--- config.mk ---
export PLATFORM = sky130hd
export DESIGN_NAME = traffic_ctrl_param
export DESIGN_NICKNAME = d
export VERILOG_FILES = /design/src/rtl/traffic_ctrl_param.sv
export SDC_FILE = /design/constraint.sdc
export NUM_CORES = 1
export LEC_CHECK = 0
export ABC_AREA = 1
export CORE_AREA = 2 2 65 73
export CTS_CLUSTER_SIZE = 28
export DETAILED_ROUTE_END_ITERATION = 16
export DIE_AREA = 0 0 67 75
export PLACE_DENSITY = 0.73
export SYNTH_ARGS = -nofsm -noshare
export SYNTH_HDL_FRONTEND = slang
export SYNTH_SLANG_ARGS = --single-unit
--- constraint.sdc ---
create_clock -name clk -period 2.27 [get_ports clk]
set_clock_uncertainty 0.2 [all_clocks]
set_input_delay 0.454 -clock clk [delete_from_list [all_inputs] [get_ports clk]]
set_output_delay 0.454 -clock clk [all_outputs]
set_load 0.02 [all_outputs]
--- src/rtl/traffic_ctrl_param.sv ---
// traffic_ctrl_param: parametrised two-axis intersection controller.
// One FSM sequences NS_GO -> NS_Y1 -> NS_LEFT -> NS_Y2 -> EW_GO -> EW_Y1 ->
// EW_LEFT -> EW_Y2 and wraps, advancing only on i_tick. Pedestrian heads are
// served on latched request (or always when PED_AUTO=1); a night flash mode
// can be entered at the cycle wrap point.
// Optional feature macro: TRAFFIC_EMERG_EN adds i_emerg and an ALL_RED state.
// Ports:
//   clk, rst_n            clock, asynchronous active-low reset
//   i_start               leave IDLE (level)
//   i_tick                timing enable
//   i_night               night flash request (level, sampled at wrap)
//   i_ped_req_ns/_ew      pedestrian request pulses
//   i_emerg               emergency hold (only with TRAFFIC_EMERG_EN)
//   o_ns_car/o_ew_car     car heads: 00 RED, 01 GREEN, 10 YELLOW, 11 LEFT
//   o_ns_ped/o_ew_ped     ped heads: 00 RED, 01 GREEN, 10 BLINK
//   o_cycle               tick position in cycle 1..TOTAL, 0 when not running
//   o_ped_pend            latched requests {ew,ns}
module traffic_ctrl_param #(
    parameter int unsigned T_GREEN    = 20,
    parameter int unsigned T_BLINK    = 6,
    parameter int unsigned T_YELLOW   = 2,
    parameter int unsigned T_LEFT     = 10,
    parameter int unsigned FLASH_HALF = 1,
    parameter int unsigned PED_AUTO   = 0,
    parameter int unsigned CYC_W      = 8
) (
    input  logic             clk,
    input  logic             rst_n,
    input  logic             i_start,
    input  logic             i_tick,
    input  logic             i_night,
    input  logic             i_ped_req_ns,
    input  logic             i_ped_req_ew,
`ifdef TRAFFIC_EMERG_EN
    input  logic             i_emerg,
`endif
    output logic [1:0]       o_ns_car,
    output logic [1:0]       o_ns_ped,
    output logic [1:0]       o_ew_car,
    output logic [1:0]       o_ew_ped,
    output logic [CYC_W-1:0] o_cycle,
    output logic [1:0]       o_ped_pend
);

    localparam int unsigned MAX_A   = (T_GREEN > T_LEFT) ? T_GREEN : T_LEFT;
    localparam int unsigned MAX_B   = (T_YELLOW > FLASH_HALF) ? T_YELLOW : FLASH_HALF;
    localparam int unsigned MAX_LEN = (MAX_A > MAX_B) ? MAX_A : MAX_B;
    localparam int unsigned CNT_W   = $clog2(MAX_LEN + 1);

    localparam logic [1:0] CAR_RED    = 2'b00;
    localparam logic [1:0] CAR_GREEN  = 2'b01;
    localparam logic [1:0] CAR_YELLOW = 2'b10;
    localparam logic [1:0] CAR_LEFT   = 2'b11;
    localparam logic [1:0] PED_RED    = 2'b00;
    localparam logic [1:0] PED_GREEN  = 2'b01;
    localparam logic [1:0] PED_BLINK  = 2'b10;

    typedef enum logic [3:0] {
        IDLE    = 4'd0,
        NS_GO   = 4'd1,
        NS_Y1   = 4'd2,
        NS_LEFT = 4'd3,
        NS_Y2   = 4'd4,
        EW_GO   = 4'd5,
        EW_Y1   = 4'd6,
        EW_LEFT = 4'd7,
        EW_Y2   = 4'd8,
        NIGHT   = 4'd9
`ifdef TRAFFIC_EMERG_EN
        ,
        ALL_RED = 4'd10
`endif
    } state_e;

    state_e             state_q, state_d;
    logic [CNT_W-1:0]   cnt_q, cnt_d;
    logic [CYC_W-1:0]   cycle_q, cycle_d;
    logic               flash_q, flash_d;
    logic [1:0]         pend_q, pend_d;
    // srv[0]: NS ped head served in current EW_GO; srv[1]: EW ped head in NS_GO
    logic [1:0]         srv_q, srv_d;
    logic [1:0]         ns_car_q, ns_car_d, ew_car_q, ew_car_d;
    logic [1:0]         ns_ped_q, ns_ped_d, ew_ped_q, ew_ped_d;
    logic [CNT_W-1:0]   len_c;
    logic [1:0]         ped_lvl_c;

    // Length of the current phase (flash half-period in NIGHT)
    always_comb begin
        len_c = CNT_W'(T_GREEN);
        case (state_q)
            NS_GO, EW_GO:               len_c = CNT_W'(T_GREEN);
            NS_Y1, NS_Y2, EW_Y1, EW_Y2: len_c = CNT_W'(T_YELLOW);
            NS_LEFT, EW_LEFT:           len_c = CNT_W'(T_LEFT);
            NIGHT:                      len_c = CNT_W'(FLASH_HALF);
            default:                    len_c = CNT_W'(T_GREEN);
        endcase
    end

    // Next state, counters, request latches and registered output decode
    always_comb begin
        state_d   = state_q;
        cnt_d     = cnt_q;
        cycle_d   = cycle_q;
        flash_d   = flash_q;
        pend_d    = pend_q;
        srv_d     = srv_q;
        ns_car_d  = CAR_RED;
        ew_car_d  = CAR_RED;
        ns_ped_d  = PED_RED;
        ew_ped_d  = PED_RED;
        ped_lvl_c = PED_RED;

        if (state_q != IDLE) begin
            pend_d = pend_q | {i_ped_req_ew, i_ped_req_ns};
        end

        case (state_q)
            IDLE: begin
                if (i_start) begin
                    state_d = NS_GO;
                    cnt_d   = CNT_W'(1);
                    cycle_d = CYC_W'(1);
                end
            end
            NIGHT: begin
                // Leaving night does not wait for a tick
                if (!i_night) begin
                    state_d = NS_GO;
                    cnt_d   = CNT_W'(1);
                    cycle_d = CYC_W'(1);
                    flash_d = 1'b0;
                end else if (i_tick) begin
                    if (cnt_q == len_c) begin
                        flash_d = ~flash_q;
                        cnt_d   = CNT_W'(1);
                    end else begin
                        cnt_d = cnt_q + CNT_W'(1);
                    end
                end
            end
`ifdef TRAFFIC_EMERG_EN
            ALL_RED: begin
                if (i_tick && !i_emerg) begin
                    state_d = NS_GO;
                    cnt_d   = CNT_W'(1);
                    cycle_d = CYC_W'(1);
                end
            end
`endif
            default: begin
                if (i_tick) begin
                    cycle_d = cycle_q + CYC_W'(1);
                    if (cnt_q == len_c) begin
                        cnt_d = CNT_W'(1);
                        case (state_q)
                            NS_GO:   state_d = NS_Y1;
                            NS_Y1:   state_d = NS_LEFT;
                            NS_LEFT: state_d = NS_Y2;
                            NS_Y2:   state_d = EW_GO;
                            EW_GO:   state_d = EW_Y1;
                            EW_Y1:   state_d = EW_LEFT;
                            EW_LEFT: state_d = EW_Y2;
                            EW_Y2: begin
                                if (i_night) begin
                                    state_d = NIGHT;
                                    cycle_d = '0;
                                    flash_d = 1'b0;
                                end else begin
                                    state_d = NS_GO;
                                    cycle_d = CYC_W'(1);
                                end
                            end
                            default: state_d = state_q;
                        endcase
                    end else begin
                        cnt_d = cnt_q + CNT_W'(1);
                    end
`ifdef TRAFFIC_EMERG_EN
                    // Emergency cuts GO/LEFT short; yellows run out, then hold ALL_RED
                    if (i_emerg) begin
                        case (state_q)
                            NS_GO: begin
                                state_d = NS_Y1;
                                cnt_d   = CNT_W'(1);
                            end
                            NS_LEFT: begin
                                state_d = NS_Y2;
                                cnt_d   = CNT_W'(1);
                            end
                            EW_GO: begin
                                state_d = EW_Y1;
                                cnt_d   = CNT_W'(1);
                            end
                            EW_LEFT: begin
                                state_d = EW_Y2;
                                cnt_d   = CNT_W'(1);
                            end
                            NS_Y1, NS_Y2, EW_Y1, EW_Y2: begin
                                if (cnt_q == len_c) begin
                                    state_d = ALL_RED;
                                    cycle_d = '0;
                                end
                            end
                            default: ;
                        endcase
                    end
`endif
                end
            end
        endcase

        // GO entry decides ped service; clearing beats a same-edge request
        if (state_d == NS_GO && state_q != NS_GO) begin
            srv_d[1]  = (PED_AUTO != 0) || pend_d[1];
            pend_d[1] = 1'b0;
        end
        if (state_d == EW_GO && state_q != EW_GO) begin
            srv_d[0]  = (PED_AUTO != 0) || pend_d[0];
            pend_d[0] = 1'b0;
        end

        ped_lvl_c = (cnt_d <= CNT_W'(T_GREEN - T_BLINK)) ? PED_GREEN : PED_BLINK;

        case (state_d)
            NS_GO: begin
                ns_car_d = CAR_GREEN;
                if (srv_d[1]) ew_ped_d = ped_lvl_c;
            end
            NS_Y1, NS_Y2: ns_car_d = CAR_YELLOW;
            NS_LEFT:      ns_car_d = CAR_LEFT;
            EW_GO: begin
                ew_car_d = CAR_GREEN;
                if (srv_d[0]) ns_ped_d = ped_lvl_c;
            end
            EW_Y1, EW_Y2: ew_car_d = CAR_YELLOW;
            EW_LEFT:      ew_car_d = CAR_LEFT;
            NIGHT: begin
                ns_car_d = flash_d ? CAR_RED : CAR_YELLOW;
                ew_car_d = flash_d ? CAR_RED : CAR_YELLOW;
            end
            default: ;
        endcase
    end

    // State and output registers
    always_ff @(posedge clk or negedge rst_n) begin
        if (!rst_n) begin
            state_q  <= IDLE;
            cnt_q    <= '0;
            cycle_q  <= '0;
            flash_q  <= 1'b0;
            pend_q   <= '0;
            srv_q    <= '0;
            ns_car_q <= CAR_RED;
            ew_car_q <= CAR_RED;
            ns_ped_q <= PED_RED;
            ew_ped_q <= PED_RED;
        end else begin
            state_q  <= state_d;
            cnt_q    <= cnt_d;
            cycle_q  <= cycle_d;
            flash_q  <= flash_d;
            pend_q   <= pend_d;
            srv_q    <= srv_d;
            ns_car_q <= ns_car_d;
            ew_car_q <= ew_car_d;
            ns_ped_q <= ns_ped_d;
            ew_ped_q <= ew_ped_d;
        end
    end

    assign o_ns_car   = ns_car_q;
    assign o_ew_car   = ew_car_q;
    assign o_ns_ped   = ns_ped_q;
    assign o_ew_ped   = ew_ped_q;
    assign o_cycle    = cycle_q;
    assign o_ped_pend = pend_q;

endmodule

Word-level counts from Yosys, hierarchy flattened
Memories as Yosys holds them, arrays and structs flattened.
Index checks and enable logic that the tools add are counted.
{ "word_totals": {"n_memories": 1, "out_inout_bits": 18, "inputBits": 7, "elab_cells": 87, "mem_bits_ro": 80, "ff_bits": 30} }
{ "op_classes": {"add_sub_neg": 2, "n_bitwise": 2, "n_reduce_logical": 8, "n_eq_ne": 23, "mux": 40, "n_lt_le_gt_ge": 1} }
{ "memory_table": {"columns": ["name", "depth", "word_bits", "rd", "rd_ports_with_merged_regs", "write_ports", "line", "rtl"], "rows": [
  ["(name not given)", 16, 5, 1, 0, 0, "90", "case (state_q)"]
]} }
{ "ops": {"columns": ["cell", "n"], "rows": [
  ["$mux W8", 5],
  ["$eq A4 B3 Y1 const B", 8],
  ["$pmux W4 S8", 1],
  ["$mux W4", 5],
  ["$mux W5", 4],
  ["$eq A4 B2 Y1 const B", 4],
  ["$eq A4 B4 Y1 const B", 4],
  ["$pmux W2 S4", 2],
  ["$pmux W8 S2", 1],
  ["$mux W2", 7],
  ["$mux W1", 12],
  ["$pmux W5 S2", 1],
  ["$add A8 B1 Y8 const B", 1],
  ["$eq A4 B1 Y1 const B", 2],
  ["$pmux W4 S2", 1],
  ["$add A5 B1 Y5 const B", 1],
  ["$eq A5 B5 Y1", 1],
  ["$le A5 B4 Y1 const B", 1],
  ["$logic_not A4 Y1", 1],
  ["$ne A2 B2 Y1 const B", 2],
  ["$ne A4 B1 Y1 const B", 1],
  ["$ne A4 B3 Y1 const B", 1],
  ["$reduce_bool A4 Y1", 1],
  ["$reduce_or A2 Y1", 2],
  ["6 further kinds", 7]
]} }

Logic depth before layout (Yosys ltp)
{ "depth": {"word_depth": 10, "depth_mapped": 18} }

Worst setup path after synthesis
OpenSTA, ideal clock, no wires.
{ "synth_path": {"path_kind": "register -> register", "from": "reg state_q[3]", "to": "reg cycle_q[7] (netlist: o_cycle[7])", "period_less_slack_ns": 2.175, "required_ns": 1.933, "arrival_time_ns": 1.837, "stages_incl_launch_ff": 13, "setup_ns": 0.137, "slack_ns": 0.095, "path_cell_list": "dfrtp_1 > buf_4 > nor2_2 > nand2_2 > nand2_1 > nor2_1 > nor2_4 > nand4_2 > nor2_2 > nand3_1 > nor2_1 > nand2_1 > nor3b_2"} }
{ "synth_between": {"elab_chain_cells": 5} }
{ "synth_lines": {"columns": ["element", "line", "rtl"], "rows": [
  ["start: declaration", "75", "state_e state_q, state_d;"],
  ["start signal: assignment", "259", "state_q <= state_d;"],
  ["$mem_v2 Z16 W5 / $eq A4 B4 Y1 (equally long branches)", null, null],
  ["$eq A5 B5 Y1 / $mux W8 (equally long branches)", "153, 155", null],
  ["$mux W8", "153", "if (cnt_q == len_c) begin"],
  ["$mux W8", "151", "if (i_tick) begin"],
  ["$pmux W8 S2", "117", "case (state_q)"],
  ["end signal: assignment", "261", "cycle_q <= cycle_d;"],
  ["end: declaration", "77", "logic [CYC_W-1:0] cycle_q, cycle_d;"]
]} }
Parallel ways exist; a longest one is shown, timed or not. The select of a mux whose other input is x is not followed.
A chain may end at the register's enable or synchronous reset.

Final worst setup path
{ "layout_path": {"from": "reg state_q[0]", "to": "reg ew_ped_q[1] (netlist: o_ew_ped[1])"} }
{ "layout_between": {"elab_chain_cells": 10} }
{ "layout_lines": {"columns": ["element", "line", "rtl"], "rows": [
  ["$mem_v2 Z16 W5, or another cell as far along", null, null],
  ["$eq A5 B5 Y1 / $pmux W4 S8 (equally long branches)", "153, 155", null],
  ["$mux W4", "153", null],
  ["$mux W4", "151", null],
  ["$pmux W4 S2 (*)", "117", null],
  ["named net state_d[2]", "75", null],
  ["$eq A4 B1 Y1 (*)", "213, 224", null],
  ["$logic_and A1 B1 Y1", "213", "if (state_d == NS_GO && state_q != NS_GO) begin"],
  ["$mux W1", "213", null],
  ["$mux W2", "227", "if (srv_d[1]) ew_ped_d = ped_lvl_c;"],
  ["$mux W2 (*)", "224", "case (state_d)"],
  ["named net ew_ped_d[1]", "83", "logic [1:0] ns_ped_q, ns_ped_d, ew_ped_q, ew_ped_d;"],
  ["end signal: assignment", "268", "ew_ped_q <= ew_ped_d;"],
  ["end: declaration", "83", null]
]} }
The timed path passes the listed nets; every way through them passes the cells marked *.

==> results.cfg <==
[cts]
hold_buffers = 0
cts_tree = done
clkTransAtPathRegs_ns = 0.06
cts.htree.levels = 2
cts-root-buf = clkbuf_8
cts_inserted_buffers = 5
clockBufferDepth = 2
clk_latency_ns = 0.27
cts.sinks = 30

[logic_synthesis]
synth.avg_cell_area_um2 = 7.44
async_flop_share_pct = 100
yosys_warnings = 0
synth_nets = 284
synth_cell_type_count = 33
yosys_most_used_dff = dfrtp_1
synthCells = 275
ys_seq_area_share_pct = 36.7
synth_edf_count = 0
syn-cell-area_um2 = 2050
ys_seq_elements = 30

[grt]
grt_overflow = 0
grt_max_degree = 31
grt_pass1_wl_um = 8580
grt_pass1_vias = 1908
antenna_found_initial = 0
track_usage_pct = 22.8

[floorplanning]
die_width_um = 67
die_y_um = 75
rows = 25
start_util_pct = 48.1
io_pins = 25
dieArea_um2 = 5030
coreArea_um2 = 4250

[place]
dpl_cell_area_um2 = 2660
hpwl_um = 3940
port_buffers = 24
place_ws_ns = -0.153
place.gp.congestion = 0.950

[detailed_routing]
wl_met1_um = 2400
vias = 2082
drt_iter0_drc = 104
post-route-drc-count = 0
highest_layer = met4
via_per_inst = 5.07
dr_wl_met3_um = 285
drt-total-wl_um = 5810
wl_per_cell_um = 14.1
dr_wl_met2_um = 2980
firstDrtPassIters = 5
ant_nets = 0

[critical_path]
timing.rr.start = state_q[0]
critPathKind = register to register
worstPathRequired_ns = 2.27
startpoint_type = register
cpMostUsedCell = nand2_2
worstReg2RegEnd = o_ew_ped[1]
crit_arrival_ns = 2.36
crit_fanout = 6
r2r_slack_ns = -0.09
cp-end-kind = register
rr_worst_depth = 14
cpMaxStageDelayCell = dfrtp_2
critPathMaxStageDelay_ns = 0.48
crit_chain = nand2_2, o21ai_1, nand2_2, nor2_4, nand3_4, nor2_4, nand2_2, nand2_2, nand2_4, a21oi_4, nand3_1, nand2_1, nand2_2, nor2_2

[timing]
whs_ns = 0.359
worst_pin_slew_ns = 0.392
min_period_ns = 2.36
finalSetupTns_ns = -0.283
fin_crit_sh_pct = 104
setup_viol = 7
hold_viol = 0
rsz0062_at_grt = yes
finalWorstSetupSlack_ns = -0.0886
relSlewSlack_pct = 73.8
fmax_ghz = 0.424
drv_slew = 0

[final_layout]
drive_gt1_share_pct = 42.6
num-fill-cells = 323
syn2layout_area_growth_pct = 48.2
stdcell_area_um2 = 3030
num_antenna_cells = 0
finalNetCount = 367

[worst_hold_path]
hold_class = register to register
hold_start = srv_q[0]
min_path_cells = 4
holdPathEnd = srv_q[0]

[pwr]
p_leak_nw = 1.46
p_per_area_nw_per_um2 = 1240
vdd_drop_max_uv = 645
p_total_mw = 3.75

[job]
cap_violations = 0

[status]
outcome = complete, but fails checks
violations = setup timing
## power by group
group / leakage (nW) / switching [mW] / total [mW] / internal, mW
Combinational: 1.06 / 1.35 / 2.39 / 1.04
Sequential: 0.354 / 0.227 / 0.945 / 0.718
Clock: 0.0431 / 0.184 / 0.417 / 0.233
Total: 1.46 / 1.76 / 3.75 / 1.99
## per-stage QoR
step	std cells	utilization (%)
5_1_grt	411	71.3
4_1_cts	400	65.0
2_1_floorplan	275	-
3_5_place_dp	394	62.6
3_3_place_gp	394	62.6
6_report	411	71.3
## worst max-delay path: cells and delay by family, from the launching register on
kind	cells	cell delay, ns
AND/OR/NAND/NOR	12	1.32
flip-flops	1	0.48
AO/OA/AOI/OAI	2	0.29
## worst max-delay path by stage
stage,startpoint,end,depth (start not counted)
finish,state_q[0],o_ew_ped[1],14
global route,state_q[0],o_ew_ped[1],14
CTS,state_q[2],o_ew_ped[1],14
detailed placement,i_tick,o_ew_ped[1],9
global placement,i_tick,o_ns_ped[1],9
floorplan,state_q[3],o_cycle[7],12
## repair_timing
item                       CTS  global route
setup endpoints to repair    7            18
pin swaps                    6            35
setup buffers                0            11
gates resized for setup      9            55
## flip-flops by register name, summed over array words and instances (netlist names)
| register | cells |
|---|---|
| o_ped_pend | 2 |
| o_ns_car | 2 |
| o_cycle | 8 |
| o_ew_car | 2 |
| cnt_q | 5 |
| state_q | 4 |
| srv_q | 2 |
| o_ns_ped | 2 |
| o_ew_ped | 2 |
| flash_q | 1 |
## synthesized netlist by cell type (4+ instances only)
cell type	count	area, µm²
a21oi_1	11	55.1
dfrtp_1	30	751
inv_1	33	124
inv_2	4	15.0
nand2_1	72	270
nand2_2	14	87.6
nand2_4	5	56.3
nand3_1	19	95.1
nand4_1	9	56.3
nor2_1	31	116
nor2_2	6	37.5
nor2_4	7	78.8
o21ai_0	5	25.0
xor2_1	5	43.8
## kinds of logic (layout without fill, tap and decap cells)
| logic type | after synthesis | after routing | share of synthesized area (%) |
|---|---|---|---|
| fa+ha+maj | 2 | 2 | 1.22 |
| compound gates | 26 | 26 | 8.25 |
| simple gates | 172 | 172 | 43.8 |
| buf+inv | 40 | 122 | 7.95 |
| xor+xnor | 5 | 5 | 2.14 |
| flops | 30 | 30 | 36.7 |
## final cells by class
| cell class | instances | area, µm² | share of cell area (%) |
|---|---|---|---|
| inverters | 37 | 144 | 4.74 |
| clock buffers | 6 | 82.6 | 2.72 |
| flip-flops and latches | 30 | 756 | 24.9 |
| multi-input cells | 205 | 1320 | 43.4 |
| repair buffers | 79 | 668 | 22.0 |
| well taps | 54 | 67.6 | 2.23 |
## routing by layer
metal	track usage, %	vias to the layer above
li1	-	1036
met1	28.9	974
met2	38.1	60
met3	4.78	12
met4	9.07	0
met5	0	-
## placed cells by master, fill, tap and decap left out
master	count
nor2_4	14
nor2_1	23
inv_1	29
xor2_1	5
nand3_2	8
nand4_1	9
nand2_2	29
nand3_1	11
nor3b_2	1
a21o_1	1
dfrtp_2	4
nor3_2	1
o21ai_1	2
o32ai_1	1
nand2_1	54
a21oi_2	2
clkbuf_8	6
o22ai_2	1
o211ai_1	1
clkinv_4	1
nor3b_1	1
nand2_4	8
ha_1	2
clkdlybuf4s50_1	24
nand4_2	1
o21ai_2	2
nand3_4	4
nor2_2	7
a21oi_1	9
buf_6	4
o22ai_1	1
o21ai_0	4
a21oi_4	1
o21bai_1	1
nor3_1	1
inv_2	7
dfrtp_1	26
buf_4	51
(Power assumes the default switching activity.)
